## config.mk

```make
export PLATFORM = sky130hd
export DESIGN_NAME = y86_regfile_wb
export DESIGN_NICKNAME = d
export VERILOG_FILES = /design/src/rtl/y86_pkg.sv /design/src/rtl/y86_wb_dst_decode.sv /design/src/rtl/y86_regfile_wb.sv
export SDC_FILE = /design/constraint.sdc
export NUM_CORES = 2
export LEC_CHECK = 0
export CORE_AREA = 2 2 503 505
export DETAILED_ROUTE_END_ITERATION = 8
export DIE_AREA = 0 0 505 507
export DONT_BUFFER_PORTS = 1
export MAX_ROUTING_LAYER = met4
export PLACE_DENSITY = 0.46
export SLEW_MARGIN = 10
export SYNTH_ARGS = -nofsm -noshare
export SYNTH_HDL_FRONTEND = slang
export SYNTH_HIERARCHICAL = 1
export SYNTH_SLANG_ARGS = --single-unit
```

## constraint.sdc

```tcl
create_clock -name clk -period 7.08 [get_ports clk]
set_clock_uncertainty 0.05 [all_clocks]
set_input_delay 0 -clock clk [delete_from_list [all_inputs] [get_ports clk]]
set_output_delay 0 -clock clk [all_outputs]
set_load 0.02 [all_outputs]
```

## src/rtl/y86_pkg.sv

```systemverilog
// rtl/y86_pkg.sv - shared Y86 icode and register-index constants
package y86_pkg;

    typedef enum logic [3:0] {
        I_HALT  = 4'h0,
        I_NOP   = 4'h1,
        I_CMOV  = 4'h2,
        I_IRMOV = 4'h3,
        I_RMMOV = 4'h4,
        I_MRMOV = 4'h5,
        I_OP    = 4'h6,
        I_JXX   = 4'h7,
        I_CALL  = 4'h8,
        I_RET   = 4'h9,
        I_PUSH  = 4'hA,
        I_POP   = 4'hB
    } icode_e;

    localparam logic [3:0] RNONE       = 4'hF;
    localparam int         RSP_DEFAULT = 4;

endpackage

```

## src/rtl/y86_wb_dst_decode.sv

```systemverilog
// rtl/y86_wb_dst_decode.sv - combinational write-back destination decode
module y86_wb_dst_decode
    import y86_pkg::*;
#(
    parameter int RSP_ID = RSP_DEFAULT
) (
    input  logic [3:0] icode,
    input  logic       Cnd,
    input  logic [3:0] rA,
    input  logic [3:0] rB,
    output logic [3:0] dst_e,
    output logic [3:0] dst_m
);

    always_comb begin
        dst_e = RNONE;
        dst_m = RNONE;
        case (icode)
            I_CMOV:                       dst_e = Cnd ? rB : RNONE;
            I_IRMOV, I_OP:                dst_e = rB;
            I_CALL, I_RET, I_PUSH:        dst_e = 4'(RSP_ID);
            I_POP: begin
                dst_e = 4'(RSP_ID);
                dst_m = rA;
            end
            I_MRMOV:                      dst_m = rA;
            default: begin
                dst_e = RNONE;
                dst_m = RNONE;
            end
        endcase
    end

endmodule

```

## src/rtl/y86_regfile_wb.sv

```systemverilog
// rtl/y86_regfile_wb.sv - Y86 write-back stage, register file, halt and retire tracking
module y86_regfile_wb
    import y86_pkg::*;
#(
    parameter int XLEN   = 64,
    parameter int NREG   = 15,
    parameter int RSP_ID = RSP_DEFAULT,
    parameter int BYPASS = 1,
    parameter int CNT_W  = 32
) (
    input  logic                 clk,
    input  logic                 rst_n,
    input  logic                 wb_valid,
    input  logic                 wb_stall,
    input  logic [3:0]           icode,
    input  logic                 Cnd,
    input  logic [3:0]           rA,
    input  logic [3:0]           rB,
    input  logic [XLEN-1:0]      valE,
    input  logic [XLEN-1:0]      valM,
    input  logic [3:0]           srcA,
    input  logic [3:0]           srcB,
    output logic [XLEN-1:0]      rdataA,
    output logic [XLEN-1:0]      rdataB,
    output logic                 halted,
    output logic [CNT_W-1:0]     retired,
    output logic [NREG*XLEN-1:0] regs_flat
);

    logic [3:0]      dst_e;
    logic [3:0]      dst_m;
    logic            we;
    logic            halt_now;
    logic [XLEN-1:0] regs [NREG];

    y86_wb_dst_decode #(
        .RSP_ID (RSP_ID)
    ) u_dst_decode (
        .icode (icode),
        .Cnd   (Cnd),
        .rA    (rA),
        .rB    (rB),
        .dst_e (dst_e),
        .dst_m (dst_m)
    );

    assign we       = wb_valid & ~wb_stall & ~halted;
    assign halt_now = wb_valid & ~wb_stall & (icode == I_HALT);

    // Indices RNONE and >= NREG never match a loop index, so they write nothing.
    // Checking M last-wins gives popq %rsp its memory value.
    always_ff @(posedge clk or negedge rst_n) begin
        if (!rst_n) begin
            for (int i = 0; i < NREG; i++) begin
                regs[i] <= '0;
            end
        end else if (we) begin
            for (int i = 0; i < NREG; i++) begin
                if (dst_m == 4'(i)) begin
                    regs[i] <= valM;
                end else if (dst_e == 4'(i)) begin
                    regs[i] <= valE;
                end
            end
        end
    end

    always_ff @(posedge clk or negedge rst_n) begin
        if (!rst_n) begin
            halted  <= 1'b0;
            retired <= '0;
        end else begin
            if (we) begin
                retired <= retired + CNT_W'(1);
            end
            if (halt_now) begin
                halted <= 1'b1;
            end
        end
    end

    function automatic logic [XLEN-1:0] read_port(input logic [3:0] src);
        logic [XLEN-1:0] r;
        r = '0;
        for (int i = 0; i < NREG; i++) begin
            if (src == 4'(i)) begin
                r = regs[i];
                if (BYPASS != 0 && we) begin
                    if (dst_m == src) begin
                        r = valM;
                    end else if (dst_e == src) begin
                        r = valE;
                    end
                end
            end
        end
        return r;
    endfunction

    // Reads are forced to zero during reset even if bypass inputs are live.
    assign rdataA = rst_n ? read_port(srcA) : '0;
    assign rdataB = rst_n ? read_port(srcB) : '0;

    for (genvar g = 0; g < NREG; g++) begin : g_flat
        assign regs_flat[g*XLEN +: XLEN] = regs[g];
    end

endmodule

```

Yosys cells after proc, flatten, opt, wreduce, memory -nomap -nowiden
Index checks and enable logic that the tools add are counted.
- flip-flop bits (word level): 993
- output and inout port bits: 1121
- reduce and logical (&&, ||, !) cells: 38
- equality and inequality tests: 68
- multiplexer cells: 155
- bitwise gates (word level): 5
- add/subtract/negate cells: 1
- operators with widths (operator ; number):
    $mux 64 ; 152
    $eq 4x4->1 const B ; 32
    $eq 4x3->1 const B ; 18
    $eq 4x2->1 const B ; 10
    $add 32x1->32 const B ; 1
    $reduce_and 2->1 ; 15
    $reduce_bool 2->1 ; 15
    $logic_not 4->1 ; 5
    $eq 4x1->1 const B ; 4
    $eq 4x4->1 ; 4
    $pmux 4 s3 ; 1
    $mux 4 ; 2
    $reduce_or 2->1 ; 2
    $reduce_or 4->1 ; 1
    $and 1x1->1 ; 3
    $not 1->1 ; 2

Longest topological paths before layout
- depth in word-level cells: 23
- gate-level depth with buffers: 14
- gate-level depth less buffers: 10

By module
Netlist, hierarchy kept.
- modules (own cells, without submodules) (module ; times used ; cells each ; area an instance (um^2) ; sequential area each (um^2)):
    y86_regfile_wb ; 1 ; 7696 ; 65801.9 ; 24848.8
    y86_wb_dst_decode ; 1 ; 22 ; 161.4 ; 0.0

Least setup slack after synthesis
Ideal clock, no wire load.
- kind: input to output
- start point: input icode[0]
- end point: output rdataB[10]
- arrival: 3.120 ns
- cell stages on the path: 11
- setup slack: 3.910 ns
- path through: or4_4 -> o211ai_1 -> buf_2 -> xor2_1 -> nor4_4 -> o21a_4 -> buf_2 -> o21ai_0 -> a21oi_1 -> nor3_1 -> a2111oi_0
- longest elaborated chain between the ends: 23
- elaborated cells between the ends (all ways): 76
- RTL lines (what ; line ; RTL):
    from (decl) ; y86_regfile_wb.sv:15 ; input logic [3:0] icode,
    $eq 4x4->1 (tied with other cells) ; y86_wb_dst_decode.sv:18 ; case (icode)
    $reduce_or 4->1 (no line) or $reduce_or 2->1 (tied branches) ; n/a ;
    $pmux 4 s3 * ; y86_wb_dst_decode.sv:18 ;
    named net dst_e[1] ; y86_regfile_wb.sv:30 ; logic [3:0] dst_e;
    $eq 4x4->1 * ; y86_regfile_wb.sv:91 ; end else if (dst_e == src) begin
    $mux 64 ; y86_regfile_wb.sv:91 ;
    $mux 64 ; y86_regfile_wb.sv:89 ; if (dst_m == src) begin
    $mux 64 ; y86_regfile_wb.sv:88 ; if (BYPASS != 0 && we) begin
    $mux 64 (14 in a row) ; y86_regfile_wb.sv:86 ; if (src == 4'(i)) begin
    $mux 64 * ; y86_regfile_wb.sv:86 ;
    $mux 64 * ; y86_regfile_wb.sv:102 ; assign rdataB = rst_n ? read_port(srcB) : '0;
    to (decl) ; y86_regfile_wb.sv:24 ; output logic [XLEN-1:0] rdataB,
Mark *: on every way through the listed nets, which the timed path passes. The rest lies on a longest branch.

Worst setup path in the final report
- start point: input rst_n
- end point: output rdataA[49]
- longest elaborated chain between the ends: 1
- RTL lines (what ; line ; RTL):
    from (decl) ; y86_regfile_wb.sv:12 ; input logic rst_n,
    $mux 64 ; y86_regfile_wb.sv:101 ; assign rdataA = rst_n ? read_port(srcA) : '0;
    to (decl) ; y86_regfile_wb.sv:23 ; output logic [XLEN-1:0] rdataA,
Every way passes these cells.

==> results.yml <==
final_layout:
  final_cells: 11160
  fin_util: 0.3098
  layout_common_cells: "o21ai_0 (1101), mux2i_1 (1099), dfrtp_1 (993)"
  syn_to_final_growth_pct: 17.63
  final_common_cell: "o21ai_0"
  fin_nets: 7627
  drive_above_1_share: 0.09839
  fin_area_um2: 77590
setup_path:
  critPathTopFamily: "buffers and inverters"
  critPathLaunchType: "input pin"
  cp.arrival_ns: 5.72
  crit_buf_inv: 7
  cpMostUsedCell: "buf_16"
  critPathKind: "input pin to output pin"
  cp.required_ns: 7.03
  worst_path_max_delay_cell: "a21oi_1"
  cp_max_fo: 140
  crit_chain: "dlygate4sd3_1 > dlygate4sd3_1 > buf_16 > buf_16 > buf_16 > buf_16 > inv_2 > nor2_1 > o21ai_0 > nor2_1 > a31oi_1 > a21oi_1"
  cp-end-kind: "output pin"
  cpPeakStageDelay_ns: 0.75
cts:
  cts_buffer_depth: 3
  cts_made_buffers: 137
  cts_tree: "built"
  postCtsSetupBuffers: 0
  clk_latency_ns: 0.86
  htree_levels: 4
  clock_sinks: 993
  clk_pin_slew_worst_paths_ns: 0.06
  root_buffer: "clkbuf_16"
  cts_resized: 0
global_route:
  gr-total-overflow: 0
  grt_pass1_vias: 65960
  antenna_found_initial: 141
  grt_max_degree: 208
  track_usage: 0.4675
  grt_pass1_wl_mm: 765.6
route:
  postRouteAntennaNets: 0
  drt-total-wl_mm: 607.8
  via_per_inst: 6.734
  wl_per_cell_um: 54.45
  vias: 75160
  firstDrtPassIters: 9
  drtIter0Drc: 14730
  remaining_drc_errors: 2
place:
  pre_cts_ws_ns: 2.002
  place_area_um2: 69030
  placed_cells: 10370
  place.port_buffers: 0
  hpwlAfterDp_mm: 405.4
  gp_congestion: 1.036
logic_synthesis:
  synth_nets: 7872
  ys_seq_elements: 993
  mappedNetlistArea_um2: 65960
  synthTopCellsByArea: "dfrtp_1 (38%), mux2i_1 (17%), o21ai_0 (8.5%)"
  ys_types: 98
  synth_edf_count: 0
  synth_async_sr_flop_share: 1.000
  synth_cells: 7718
  yosysTopAreaCellShare: 0.3767
  yosysSeqAreaShare: 0.3767
  yosysWarnings: 6
  synth_area_per_cell_um2: 8.547
  synth_top_area_cell: "dfrtp_1"
  synth_ff_type: "dfrtp_1"
status:
  status: "finished with violations"
  violations: "DRC, capacitance limit, slew limit"
floorplanning:
  core_area_um2: 250500
  die_y_um: 507
  chipWidth_um: 505
  fp-row-count: 184
  fp.dieArea_um2: 256000
  ios: 1274
  start_util: 0.2633
sta:
  tightest_slew_ns: 1.500
  timing.fmax_mhz: 173.2
  maxSlewViolCount: 3
  holdWs_ns: 0.09568
  setup_tns_ns: 0
  hold_viol_final: 0
  timing.final.ws_setup_ns: 1.307
  finalSetupViolations: 0
  relSlewSlack: -0.006366
  fin_crit_sh: 0.8154
  grt_setup_unrepaired: "no"
  period_minus_slack_ns: 5.773
power_and_ir_drop:
  peakVddDrop_v: 0.0002755
  power.leakage_nw: 30.34
  power_mw: 23.82
  power_density_nw_per_um2: 307.0
run:
  drv_cap: 4
min_path:
  worstHoldPathType: "input pin to flop"
sequential cells by signal (all words and copies together) (netlist names):
name,flops
retired,32
regs_flat,960
halted,1
synthesized netlist by cell type (32+ instances only):
master    number
nor3_1        86
nand2_1      983
a311oi_1      32
dfrtp_1      993
a31oi_1       51
mux2i_1     1099
buf_1        142
mux4_2        64
o22ai_1      126
buf_2        157
o21ai_0     1115
clkbuf_1     604
a221oi_1      97
o211ai_1      51
nand3_1       67
a22oi_1      120
nor2_1       569
a211oi_1      84
o221ai_1     123
a21oi_1      569
worst reg2reg max path, cell delays in order, from the launching register on:
cell and delay (ns):
dfrtp_1 0.60, inv_1 0.10, and3_2 0.50, buf_4 0.45, o21ai_4 0.13, buf_4 0.45
buf_4 0.84, o21ai_0 0.34, dlygate4sd3_1 0.60
path summary, 6_finish.rpt:
path | startpoint | to | slack, ns | cells after the start
setup reg to reg | halted | regs_flat[168] | 2.91 | 8
max in group asynchronous | rst_n | regs_flat[339] | 3.66 | 8
min in group asynchronous | rst_n | regs_flat[100] | 0.31 | 3
hold reg to reg | retired[14] | retired[14] | 0.58 | 1
setup / recovery | rst_n | rdataA[49] | 1.31 | 12
hold / removal | valE[16] | regs_flat[144] | 0.1 | 4
final cells by class:
cell class                      instances  area [um2]
Timing Repair Buffer                  557        5448
Tap cell                             3348        4189
Sequential cell                       993       24850
Clock inverter                         50       763.2
Inverter                               16       60.06
Clock buffer                          188        3860
Multi-Input combinational cell       5768       37820
Fill cell                           26220      172900
Antenna cell                          241       603.1
where the power goes:
part           switching, mW  internal (mW)  leakage [nW]
sequential              5.36           6.77          12.9
clock                   3.21           4.29          2.27
combinational           2.75           1.44          15.2
total                   11.3           12.5          30.3
layer usage:
layer | share of wire | vias to the layer above | global-route usage
met5 | 0 | - | -
met4 | 0.071 | 0 | 0.2557
met3 | 0.20 | 1581 | 0.3353
met2 | 0.36 | 7514 | 0.5686
met1 | 0.37 | 38020 | 0.5468
li1 | - | 28040 | -
logic make-up after synthesis:
kind of cell             count (synthesis)  share of synthesized area
adder cells (fa/ha/maj)                  1                  0.0001897
flip-flops                             993                     0.3767
AO/OA/AOI/OAI                         2647                     0.2448
AND/OR/NAND/NOR                       1889                     0.1199
XOR/XNOR                                47                   0.006241
multiplexers                          1184                     0.1922
buffers and inverters                  957                    0.05996
repair_timing:
action / 4_1_cts / 5_1_grt
hold buffers: 306 / 2
setup endpoints to repair: 0 / 0
hold endpoints to repair: 1241 / 26
No activity file was read; power rests on OpenSTA's default activity.
